==> src/rtl/vic_int_status_pkg.sv <==
// -----------------------------------------------------------------------------
// vic_int_status_pkg
// Shared constants and helpers for the VIC interrupt status stage.
//   VIC_NUM_INT        : number of interrupt sources / status vector width
//   VIC_ADDR_*         : register word indices on the reg_addr port
//   vic_set_clr()      : write-1-to-set / write-1-to-clear merge helper
// -----------------------------------------------------------------------------
package vic_int_status_pkg;

    localparam int VIC_NUM_INT = 32;

    localparam logic [2:0] VIC_ADDR_IRQSTAT  = 3'd0;  // read-only
    localparam logic [2:0] VIC_ADDR_FIQSTAT  = 3'd1;  // read-only
    localparam logic [2:0] VIC_ADDR_RAWINTR  = 3'd2;  // read-only
    localparam logic [2:0] VIC_ADDR_INTSEL   = 3'd3;  // read/write
    localparam logic [2:0] VIC_ADDR_INTEN    = 3'd4;  // read / write-1-to-set
    localparam logic [2:0] VIC_ADDR_INTENCLR = 3'd5;  // write-1-to-clear
    localparam logic [2:0] VIC_ADDR_SOFTINT  = 3'd6;  // read / write-1-to-set
    localparam logic [2:0] VIC_ADDR_SOFTCLR  = 3'd7;  // write-1-to-clear

    // Only one of set/clr is ever non-zero in a cycle (single address port),
    // so the ordering of set and clear here never matters in practice.
    function automatic logic [VIC_NUM_INT-1:0] vic_set_clr(
        input logic [VIC_NUM_INT-1:0] cur,
        input logic [VIC_NUM_INT-1:0] set_mask,
        input logic [VIC_NUM_INT-1:0] clr_mask
    );
        return (cur | set_mask) & ~clr_mask;
    endfunction

endpackage

==> src/rtl/vic_sync.sv <==
// -----------------------------------------------------------------------------
// vic_sync
// N-flop vector synchroniser for level signals crossing into clk.
// Each bit is synchronised independently; no multi-bit coherency is implied.
// Ports:
//   clk    : destination clock
//   rst    : asynchronous active-high reset, clears every stage
//   i_data : asynchronous input vector
//   o_data : synchronised output (last stage)
// Parameters:
//   WIDTH  : vector width
//   STAGES : number of flops in the chain (>= 2)
// -----------------------------------------------------------------------------
module vic_sync #(
    parameter int WIDTH  = 32,
    parameter int STAGES = 2
) (
    input  logic             clk,
    input  logic             rst,
    input  logic [WIDTH-1:0] i_data,
    output logic [WIDTH-1:0] o_data
);

    logic [WIDTH-1:0] r_sync [STAGES];

    generate
        for (genvar gi = 0; gi < STAGES; gi++) begin : g_stage
            if (gi == 0) begin : g_first
                always_ff @(posedge clk or posedge rst) begin
                    if (rst) begin
                        r_sync[gi] <= '0;
                    end else begin
                        r_sync[gi] <= i_data;
                    end
                end
            end else begin : g_next
                always_ff @(posedge clk or posedge rst) begin
                    if (rst) begin
                        r_sync[gi] <= '0;
                    end else begin
                        r_sync[gi] <= r_sync[gi-1];
                    end
                end
            end
        end
    endgenerate

    assign o_data = r_sync[STAGES-1];

endmodule

==> src/rtl/vic_int_status.sv <==
// -----------------------------------------------------------------------------
// vic_int_status
// Interrupt status stage of the vectored interrupt controller. Synchronises
// the raw sources, ORs in software interrupts, masks with IntEnable and
// routes each enabled bit to either FIQStatus or IRQStatus via IntSelect.
// Ports:
//   clk, rst      : clock, asynchronous active-high reset
//   VICIntSource  : raw level interrupt sources (asynchronous to clk)
//   reg_wr/reg_rd : single-cycle register write / read strobes
//   reg_addr      : register word index (see VIC_ADDR_* in the package)
//   reg_wdata     : write data
//   reg_rdata     : registered read data, holds between reads
//   reg_rvalid    : one-cycle read-valid pulse
//   FIQStatus     : registered enabled sources routed to FIQ
//   IRQStatus     : registered enabled sources routed to IRQ
// Parameters:
//   SYNC_STAGES   : synchroniser depth, legal range 2..3
// -----------------------------------------------------------------------------
module vic_int_status
    import vic_int_status_pkg::*;
#(
    parameter int SYNC_STAGES = 2
) (
    input  logic                   clk,
    input  logic                   rst,
    input  logic [VIC_NUM_INT-1:0] VICIntSource,
    input  logic                   reg_wr,
    input  logic                   reg_rd,
    input  logic [2:0]             reg_addr,
    input  logic [VIC_NUM_INT-1:0] reg_wdata,
    output logic [VIC_NUM_INT-1:0] reg_rdata,
    output logic                   reg_rvalid,
    output logic [VIC_NUM_INT-1:0] FIQStatus,
    output logic [VIC_NUM_INT-1:0] IRQStatus
);

    // -------------------------------------------------------------------------
    // Source synchroniser
    // -------------------------------------------------------------------------
    logic [VIC_NUM_INT-1:0] w_src_sync;

    vic_sync #(
        .WIDTH  (VIC_NUM_INT),
        .STAGES (SYNC_STAGES)
    ) u_src_sync (
        .clk    (clk),
        .rst    (rst),
        .i_data (VICIntSource),
        .o_data (w_src_sync)
    );

    // -------------------------------------------------------------------------
    // Register file
    // -------------------------------------------------------------------------
    logic [VIC_NUM_INT-1:0] r_int_select;
    logic [VIC_NUM_INT-1:0] r_int_enable;
    logic [VIC_NUM_INT-1:0] r_soft_int;

    logic [VIC_NUM_INT-1:0] w_int_select_next;
    logic [VIC_NUM_INT-1:0] w_int_enable_next;
    logic [VIC_NUM_INT-1:0] w_soft_int_next;

    logic [VIC_NUM_INT-1:0] w_en_set;
    logic [VIC_NUM_INT-1:0] w_en_clr;
    logic [VIC_NUM_INT-1:0] w_soft_set;
    logic [VIC_NUM_INT-1:0] w_soft_clr;

    // Write decode turns each set/clear register into a mask; writes to the
    // read-only addresses simply produce no mask and are dropped.
    always_comb begin
        w_en_set          = '0;
        w_en_clr          = '0;
        w_soft_set        = '0;
        w_soft_clr        = '0;
        w_int_select_next = r_int_select;
        if (reg_wr) begin
            case (reg_addr)
                VIC_ADDR_INTSEL:   w_int_select_next = reg_wdata;
                VIC_ADDR_INTEN:    w_en_set          = reg_wdata;
                VIC_ADDR_INTENCLR: w_en_clr          = reg_wdata;
                VIC_ADDR_SOFTINT:  w_soft_set        = reg_wdata;
                VIC_ADDR_SOFTCLR:  w_soft_clr        = reg_wdata;
                default:           ;
            endcase
        end
        w_int_enable_next = vic_set_clr(r_int_enable, w_en_set, w_en_clr);
        w_soft_int_next   = vic_set_clr(r_soft_int, w_soft_set, w_soft_clr);
    end

    always_ff @(posedge clk or posedge rst) begin
        if (rst) begin
            r_int_select <= '0;
            r_int_enable <= '0;
            r_soft_int   <= '0;
        end else begin
            r_int_select <= w_int_select_next;
            r_int_enable <= w_int_enable_next;
            r_soft_int   <= w_soft_int_next;
        end
    end

    // -------------------------------------------------------------------------
    // Merge and status flops (bitwise, no priority between sources)
    // -------------------------------------------------------------------------
    logic [VIC_NUM_INT-1:0] w_raw;
    logic [VIC_NUM_INT-1:0] w_en;
    logic [VIC_NUM_INT-1:0] w_fiq_next;
    logic [VIC_NUM_INT-1:0] w_irq_next;
    logic [VIC_NUM_INT-1:0] r_fiq_status;
    logic [VIC_NUM_INT-1:0] r_irq_status;

    assign w_raw = w_src_sync | r_soft_int;
    assign w_en  = w_raw & r_int_enable;

    // Each bit is routed to exactly one of the two outputs by IntSelect, so a
    // bit can never be set in both status vectors at once.
    generate
        for (genvar gi = 0; gi < VIC_NUM_INT; gi++) begin : g_route
            assign w_fiq_next[gi] = w_en[gi] &  r_int_select[gi];
            assign w_irq_next[gi] = w_en[gi] & ~r_int_select[gi];
        end
    endgenerate

    always_ff @(posedge clk or posedge rst) begin
        if (rst) begin
            r_fiq_status <= '0;
            r_irq_status <= '0;
        end else begin
            r_fiq_status <= w_fiq_next;
            r_irq_status <= w_irq_next;
        end
    end

    assign FIQStatus = r_fiq_status;
    assign IRQStatus = r_irq_status;

    // -------------------------------------------------------------------------
    // Read port: mux uses current (pre-write) register values, so a read and
    // write of the same register in one cycle returns the old contents.
    // -------------------------------------------------------------------------
    logic [VIC_NUM_INT-1:0] w_rdata_mux;
    logic [VIC_NUM_INT-1:0] r_rdata;
    logic                   r_rvalid;

    always_comb begin
        w_rdata_mux = '0;
        case (reg_addr)
            VIC_ADDR_IRQSTAT: w_rdata_mux = r_irq_status;
            VIC_ADDR_FIQSTAT: w_rdata_mux = r_fiq_status;
            VIC_ADDR_RAWINTR: w_rdata_mux = w_raw;
            VIC_ADDR_INTSEL:  w_rdata_mux = r_int_select;
            VIC_ADDR_INTEN:   w_rdata_mux = r_int_enable;
            VIC_ADDR_SOFTINT: w_rdata_mux = r_soft_int;
            default:          w_rdata_mux = '0;  // write-only registers
        endcase
    end

    always_ff @(posedge clk or posedge rst) begin
        if (rst) begin
            r_rdata  <= '0;
            r_rvalid <= 1'b0;
        end else begin
            r_rvalid <= reg_rd;
            if (reg_rd) begin
                r_rdata <= w_rdata_mux;
            end
        end
    end

    assign reg_rdata  = r_rdata;
    assign reg_rvalid = r_rvalid;

endmodule
==> config.mk <==
export PLATFORM = sky130hd
export DESIGN_NAME = vic_int_status
export DESIGN_NICKNAME = d
export VERILOG_FILES = /design/src/rtl/vic_int_status_pkg.sv /design/src/rtl/vic_sync.sv /design/src/rtl/vic_int_status.sv
export SDC_FILE = /design/constraint.sdc
export NUM_CORES = 1
export LEC_CHECK = 0
export CAP_MARGIN = 40
export CORE_MARGIN = 2
export CORE_UTILIZATION = 39
export DETAILED_ROUTE_END_ITERATION = 12
export DONT_BUFFER_PORTS = 1
export PLACE_DENSITY = 0.54
export REMOVE_ABC_BUFFERS = 1
export SYNTH_ARGS = -nofsm -noshare
export SYNTH_HDL_FRONTEND = slang
export SYNTH_SLANG_ARGS = --single-unit
==> constraint.sdc <==
create_clock -name clk -period 18.33 [get_ports clk]
set_clock_uncertainty 0.15 [all_clocks]
set_input_delay 1.833 -clock clk [delete_from_list [all_inputs] [get_ports clk]]
set_output_delay 1.833 -clock clk [all_outputs]
set_load 0.02 [all_outputs]
### Word level (Yosys, flattened, before mapping)

Index checks and enable logic that the tools add are counted.

| word-level totals | value |
|---|---|
| input bits | 71 |
| word-level logic and storage cells | 131 |
| register bits | 257 |
| output and inout bits | 97 |

| operators by class | value |
|---|---|
| muxes and demuxes | 9 |
| reduce and logical (&&, ||, !) cells | 2 |
| bitwise logic cells | 104 |
| equality and inequality tests | 7 |

Operators by type and width:

| kind | count |
|---|---|
| $mux 32 | 8 |
| $pmux 32 s6 | 1 |
| $and 32x32->32 | 3 |
| $or 32x32->32 | 3 |
| $and 1x1->1 | 64 |
| $not 32->32 | 2 |
| $not 1->1 | 32 |
| $eq 3x3->1 const B | 4 |
| $eq 3x2->1 const B | 2 |
| $eq 3x1->1 const B | 1 |
| $logic_not 3->1 | 1 |
| $reduce_and 2->1 | 1 |

### Depth between registers and ports, before layout

Gate-level depths: netlist (run 1).

| depth | value |
|---|---|
| word-level depth | 5 |
| mapped depth | 7 |
| mapped depth without buffers | 4 |

### By module

From an unflattened synthesis (run 1), not the netlist that was laid out.

| unflattened totals | value |
|---|---|
| cell total of the unflattened synthesis | 869 |
| area total of the unflattened synthesis | 10,406.2 sq um |

Modules (own cells, without submodules):

| module | area an instance (sq um) | instances | seq. area each (sq um) | cells each |
|---|---|---|---|---|
| vic_int_status | 8,560.7 | 1 | 4,829.6 | 772 |
| vic_sync | 1,845.5 | 1 | 1,601.5 | 97 |

### Worst setup path before layout (run 1)

Ideal clock, no wire load.

| timing path | value |
|---|---|
| kind | input to register |
| start | input port reg_addr[1] |
| end | register r_rdata[27], in the netlist reg_rdata[27] |
| data arrival time | 2.900 ns |
| library setup time | 0.119 ns |
| data required time | 18.061 ns |
| buffers on the path | 2 |
| setup slack | 15.161 ns |
| stages on the path | 6 |
| cell sequence | buf_2 > buf_2 > mux2_2 > a2bb2oi_1 > o221ai_1 > o21a_1 |

| between the ends | value |
|---|---|
| cells in the longest elaborated chain, start to end | 2 |
| elaborated cells on any way between the ends | 7 |

Ends and longest elaborated chain:

| item | line | text |
|---|---|---|
| start, declared | vic_int_status.sv:29 | `input logic [2:0] reg_addr,` |
| $eq 3x3->1, or another cell as far along | vic_int_status.sv:147 | `case (reg_addr)` |
| $pmux 32 s6 (*) | vic_int_status.sv:147 |  |
| end signal, assigned | vic_int_status.sv:165 | `r_rdata <= w_rdata_mux;` |
| end, declared | vic_int_status.sv:142 | `logic [VIC_NUM_INT-1:0] r_rdata;` |

Every way passes the cells marked *; elsewhere a longest branch is shown, timed or not.
A chain may end at the register's enable or synchronous reset.

### Worst setup path in the final report (run 1)

| timing path | value |
|---|---|
| start | input port reg_addr[0] |
| end | register r_int_select[27] |

| between the ends | value |
|---|---|
| cells in the longest elaborated chain, start to end | 2 |

Ends and longest elaborated chain:

| item | line | text |
|---|---|---|
| $eq 3x2->1 | vic_int_status.sv:77 | `case (reg_addr)` |
| $reduce_and 2->1 (no line) | - |  |
| end signal, assigned | vic_int_status.sv:96 | `r_int_select <= w_int_select_next;` |
| end, declared | vic_int_status.sv:55 | `logic [VIC_NUM_INT-1:0] r_int_select;` |

No other way between the ends.

==> results of run 1 <==
[how the worst min path moves through the flow]
stage / start / end / cells after the start
floorplan: u_src_sync.r_sync[32] / u_src_sync.o_data[0] / 0
global placement: u_src_sync.r_sync[55] / u_src_sync.o_data[23] / 0
detailed placement: u_src_sync.r_sync[43] / u_src_sync.o_data[11] / 0
CTS: u_src_sync.r_sync[43] / u_src_sync.o_data[11] / 0
global route: u_src_sync.r_sync[52] / u_src_sync.o_data[20] / 0
finish: u_src_sync.r_sync[51] / u_src_sync.o_data[19] / 0
[flip-flops by register name, summed over array words and instances (netlist names)]
signal,flops
reg_rvalid,1
u_src_sync.o_data,32
FIQStatus,32
r_soft_int,32
reg_rdata,32
IRQStatus,32
u_src_sync.r_sync,32
r_int_enable,32
r_int_select,32
[power by group]
part	internal, mW	leakage, nW	switching [mW]
Clock	0.321	0.441	0.222
Sequential	0.657	3.16	0.118
Combinational	0.0848	1.38	0.0787
Total	1.06	4.98	0.418
[synth_stat cells (2+ instances only)]
cell type  count
a211oi_1      18
a21o_1        13
a21oi_1       12
a221oi_1      12
a221oi_2       2
a22o_1         6
a22oi_1        7
a2bb2oi_1      7
a31o_2         2
a31oi_1      134
and3_1         2
and3b_1        8
buf_1          4
buf_2         28
buf_4          3
buf_6          3
clkbuf_1      27
clkbuf_2       2
dfrtp_1      257
inv_1         32
inv_2          2
mux2_1         4
mux2_2        48
mux2i_1       11
nand2_1       15
nor2_1        80
nor2b_1       21
nor3_1         7
nor3_2         2
nor3b_1        8
o211ai_1       2
o21a_1         7
o21ai_0       30
o221ai_1       9
o32a_1         9
o32ai_1       14
[logic make-up (layout without fill, tap and decap cells)]
logic type             after synthesis  after routing
and+or+nand+nor                    150            150
buffers and inverters              101             96
AOI/OAI and AO/OA                  287            287
DFF                                257            257
muxes                               64             64
[per-layer routing]
layer	vias to the layer above	wire (um)	track usage
met2	214	13000	0.324
met3	40	2310	0.0668
met5	-	0	0
met1	3410	11200	0.246
li1	3167	-	-
met4	0	515	0.0446
[critical path: stages]
cell and delay (ns):
nor2b_2 0.69, nand3_2 0.63, buf_16 0.38, mux2_1 0.32
[through the flow]
stage                     utilization  hold WS (ns)  setup slack, ns  std cells  instance area [um2]
after CTS                       0.442         0.198            14.66       1189                11500
final                           0.442         0.195            14.71       1189                11500
after global routing            0.442         0.201            14.54       1189                11500
after floorplan                     -         0.181             9.28        792                10000
after detailed placement        0.408         0.185            14.11       1138                10600
after global placement          0.403         0.182            13.82       1132                10500
[cell type report]
cell class,instances,share of cell area
timing repair buffer,11,0.0141
tap,335,0.0365
inverter,34,0.0118
sequential,257,0.559
clock inverter,5,0.00239
clock buffer,46,0.0756
multi-input combinational,501,0.300
==> flow_metrics.env, run 1 <==
export IMPL_crit_path_max_fanout=52
export IMPL_gp_congestion=0.739
export IMPL_yosys_most_used_dff="dfrtp_1"
export IMPL_dr_total_vias=6831
export IMPL_period_needed_ns=3.62
export IMPL_track_usage=0.195
export IMPL_ant_nets=0
export IMPL_max_cap_viol_count=0
export IMPL_synth_compound_area_frac=0.192
export IMPL_crit_path_end_kind="flop"
export IMPL_synthSimpleGateAreaFrac=0.0720
export IMPL_initial_core_util=0.397
export IMPL_fill_cells=2443
export IMPL_synth_area_mux_share=0.0689
export IMPL_required_ns=18.60
export IMPL_post_drt_via_cell_ratio=5.75
export IMPL_drt_total_wl_um=27100
export IMPL_reg2reg_depth=4
export IMPL_insertion_delay_ns=0.54
export IMPL_drt_first_pass_iters=5
export IMPL_status="complete, no violations"
export IMPL_wl_per_cell_um=22.8
export IMPL_cts_hold_buf=0
export IMPL_hold_path_class="flop to flop"
export IMPL_drt_iter0_drc=401
export IMPL_reg2reg_slack_ns=16.59
export IMPL_final_common_cell="dfrtp_1"
export IMPL_drive_gt1_frac=0.137
export IMPL_cts_setup_buffers=0
export IMPL_cts_buffer_depth=3
export IMPL_cts_made_buffers=29
export IMPL_rsz0062_at_grt="false"
export IMPL_synth_top_family_by_area="compound AO/OA/AOI/OAI gates"
export IMPL_final_setup_viol_count=0
export IMPL_synth_async_sr_flop_share=1.00
export IMPL_seq_area_frac_synth=0.623
export IMPL_port_buffers=0
export IMPL_dieArea_um2=27800
export IMPL_n_antenna_cell=0
export IMPL_netlist_instances=859
export IMPL_start_kind="input pin"
export IMPL_dp_hpwl_um=16200
export IMPL_cts_root_buffer="clkbuf_16"
export IMPL_power_density_nw_per_um2=129
export IMPL_cts_repair_resized=0
export IMPL_pin_count=168
export IMPL_r2r_start="IRQStatus[10]"
export IMPL_max_freq_ghz=0.276
export IMPL_slew_headroom=0.420
export IMPL_p_leak_nw=4.98
export IMPL_syn_area_per_cell_um2=12.0
export IMPL_ir_worst_vdd_mv=0.0823
export IMPL_r2r_end="reg_rdata[10]"
export IMPL_synth_top_area_share=0.623
export IMPL_grt_pass1_wl_um=42600
export IMPL_cp_arrival_ns=3.89
export IMPL_setup_tns_ns=0
export IMPL_grt_pass1_vias=7022
export IMPL_critPathCapture="r_int_select[27]"
export IMPL_p_total_mw=1.48
export IMPL_synthAdderAreaFrac=0
export IMPL_antenna_found_initial=0
export IMPL_cts_htree_levels=1
export IMPL_synthTopCellsByArea="dfrtp_1 62%, a31oi_1 8.1%, mux2_2 5.2%, nor2_1 2.9%, o21ai_0 1.5%"
export IMPL_grt_max_degree=130
export IMPL_multi_input_area_um2=3450
export IMPL_synth_warnings=0
export IMPL_layout_nets=905
export IMPL_synth_xor_area_frac=0
export IMPL_drc=0
export IMPL_core_um2=26000
export IMPL_ys_types=47
export IMPL_synth_area_um2=10300
export IMPL_overflow=0
export IMPL_final_seq_area_um2=6430
export IMPL_synth_edf_count=0
export IMPL_row_count=59
export IMPL_yosysTopAreaCell="dfrtp_1"
export IMPL_die_x_um=167
export IMPL_synth_seq_cells=257
export IMPL_critPathKind="input pin to flop"
export IMPL_max_slew_worst_pin_slew_ns=0.870
export IMPL_slew_viol_final=0
export IMPL_mostFrequentLayoutCells="257 x dfrtp_1, 134 x a31oi_1, 80 x nor2_1"
export IMPL_startpoint="reg_addr[0]"
export IMPL_final_hold_violation_count=0
export IMPL_path_clk_slew_ns=0.06
export IMPL_cts_tree="yes"
export IMPL_clock_sinks=257
export IMPL_die_h_um=167
export IMPL_area_growth_synth_to_final_pct=11.4
export IMPL_period_share=0.197
(Power assumes the default switching activity.)
==> inputs of run 2 (changes only) <==
PLACE_DENSITY = 0.56   (was 0.54)
clock period = 3.06 ns   (was 18.33 ns; I/O delays follow)
==> flow_metrics.env, run 2 (same netlist as run 1, synthesis figures left out) <==
export IMPL_max_freq_ghz=0.461
export IMPL_drt_total_wl_um=29200
export IMPL_power_density_nw_per_um2=751
export IMPL_dp_cells=1139
export IMPL_setup_tns_ns=0
export IMPL_whs_endpoint="reg_rdata[23]"
export IMPL_reg2reg_depth=4
export IMPL_cts_hold_buf=79
export IMPL_ir_worst_vdd_mv=0.519
export IMPL_crit_path_end_kind="flop"
export IMPL_wl_per_cell_um=23.0
export IMPL_cts_repair_resized=0
export IMPL_n_antenna_cell=0
export IMPL_status="complete, no violations"
export IMPL_period_share=0.709
export IMPL_dp_hpwl_um=16100
export IMPL_max_slew_worst_pin_slew_ns=0.880
export IMPL_drt_iter0_drc=594
export IMPL_port_buffers=0
export IMPL_gp_congestion=0.765
export IMPL_r2r_start="IRQStatus[10]"
export IMPL_start_kind="input pin"
export IMPL_ant_nets=0
export IMPL_overflow=0
export IMPL_dr_total_vias=7225
export IMPL_area_growth_synth_to_final_pct=20.2
export IMPL_r2r_end="reg_rdata[10]"
export IMPL_final_setup_viol_count=0
export IMPL_worstHoldStart="reg_addr[1]"
export IMPL_post_route_util=0.477
export IMPL_min_path_cells=3
export IMPL_cts_root_buffer="clkbuf_16"
export IMPL_cts_htree_levels=1
export IMPL_pin_count=168
export IMPL_critPathKind="input pin to flop"
export IMPL_post_drt_via_cell_ratio=5.69
export IMPL_cts_tree="yes"
export IMPL_p_total_mw=9.31
export IMPL_slew_viol_final=0
export IMPL_final_hold_violation_count=0
export IMPL_cts_made_buffers=28
export IMPL_insertion_delay_ns=0.54
export IMPL_mostFrequentLayoutCells="257 x dfrtp_1, 134 x a31oi_1, 80 x nor2_1"
export IMPL_cp_arrival_ns=2.44
export IMPL_grt_pass1_wl_um=45200
export IMPL_drc=0
export IMPL_crit_path_max_fanout=44
export IMPL_drt_first_pass_iters=5
export IMPL_p_leak_nw=5.38
export IMPL_period_needed_ns=2.17
export IMPL_core_um2=26000
export IMPL_required_ns=3.33
export IMPL_max_cap_viol_count=0
export IMPL_clock_sinks=257
export IMPL_rsz0062_at_grt="false"
export IMPL_cts_buffer_depth=3
export IMPL_path_clk_slew_ns=0.06
export IMPL_drive_gt1_frac=0.136
export IMPL_initial_core_util=0.397
export IMPL_antenna_found_initial=0
export IMPL_die_x_um=167
export IMPL_layout_nets=984
export IMPL_die_h_um=167
export IMPL_dieArea_um2=27800
export IMPL_grt_pass1_vias=7513
export IMPL_row_count=59
export IMPL_hold_path_class="input pin to flop"
export IMPL_reg2reg_slack_ns=1.27
export IMPL_layoutNonFillerInstCount=1270
export IMPL_cts_setup_buffers=0
export IMPL_slew_headroom=0.411
export IMPL_grt_max_degree=119
export IMPL_track_usage=0.209
export IMPL_final_common_cell="dfrtp_1"
==> run 2: cell count changes in the layout (fill, tap and decap cells not counted), moves of 2 or more <==
cell / delta
clkbuf_1: -3
buf_12: +6
bufinv_16: +2
dlygate4sd3_1: +74
clkinv_4: +2
buf_4: +2
==> run 2: where the power goes <==
part           switching (mW)  internal [mW]  leakage (nW)
logic                   0.592          0.601          1.74
clock network            1.36           2.12         0.481
registers               0.708           3.93          3.16
total                    2.66           6.65          5.38
==> run 2: worst max-delay path by stage <==
stage                startpoint          endpoint  slack [ns]  depth (start not counted)
floorplan                   rst      FIQStatus[0]       -4.47                          1
global placement    reg_addr[0]   r_int_select[3]        0.54                          4
detailed placement  reg_addr[0]   r_int_select[3]        0.49                          4
CTS                 reg_addr[1]  r_int_enable[10]        0.92                          4
global route        reg_addr[1]   r_int_enable[5]        0.79                          4
finish              reg_addr[1]   r_int_enable[5]        0.89                          4
==> run 2: critical path: stages <==
cell and delay, ns:
inv_2 0.45, and3_2 0.90, a31oi_1 0.18, dlygate4sd3_1 0.59
==> run 2: layout make-up <==
| type | count | area (um2) |
|---|---|---|
| fillers | 2334 | 13600 |
| well taps | 335 | 419 |
| clock inverters | 8 | 97.6 |
| repair buffers | 91 | 996 |
| flip-flops and latches | 257 | 6430 |
| multi-input cells | 501 | 3450 |
| inverters | 34 | 135 |
| clock buffers | 44 | 872 |
==> run 2: per-layer routing <==
layer	GRT usage	share of wire	up-vias	wire, um
li1	-	-	3323	-
met1	0.275	0.43	3640	12400
met2	0.349	0.48	223	14200
met3	0.0566	0.073	39	2140
met4	0.0454	0.016	0	469
met5	0	0	-	0
==> run 2: per-stage QoR <==
stage | setup slack (ns) | hold WS, ns | area [um2]
after CTS | 0.916 | 0.00431 | 12400
final | 0.892 | 0.0329 | 12400
after global placement | 0.539 | 0.0760 | 10600
after global routing | 0.795 | 0.0121 | 12400
after detailed placement | 0.488 | 0.0708 | 10600
after floorplan | -4.47 | 0.181 | 10000
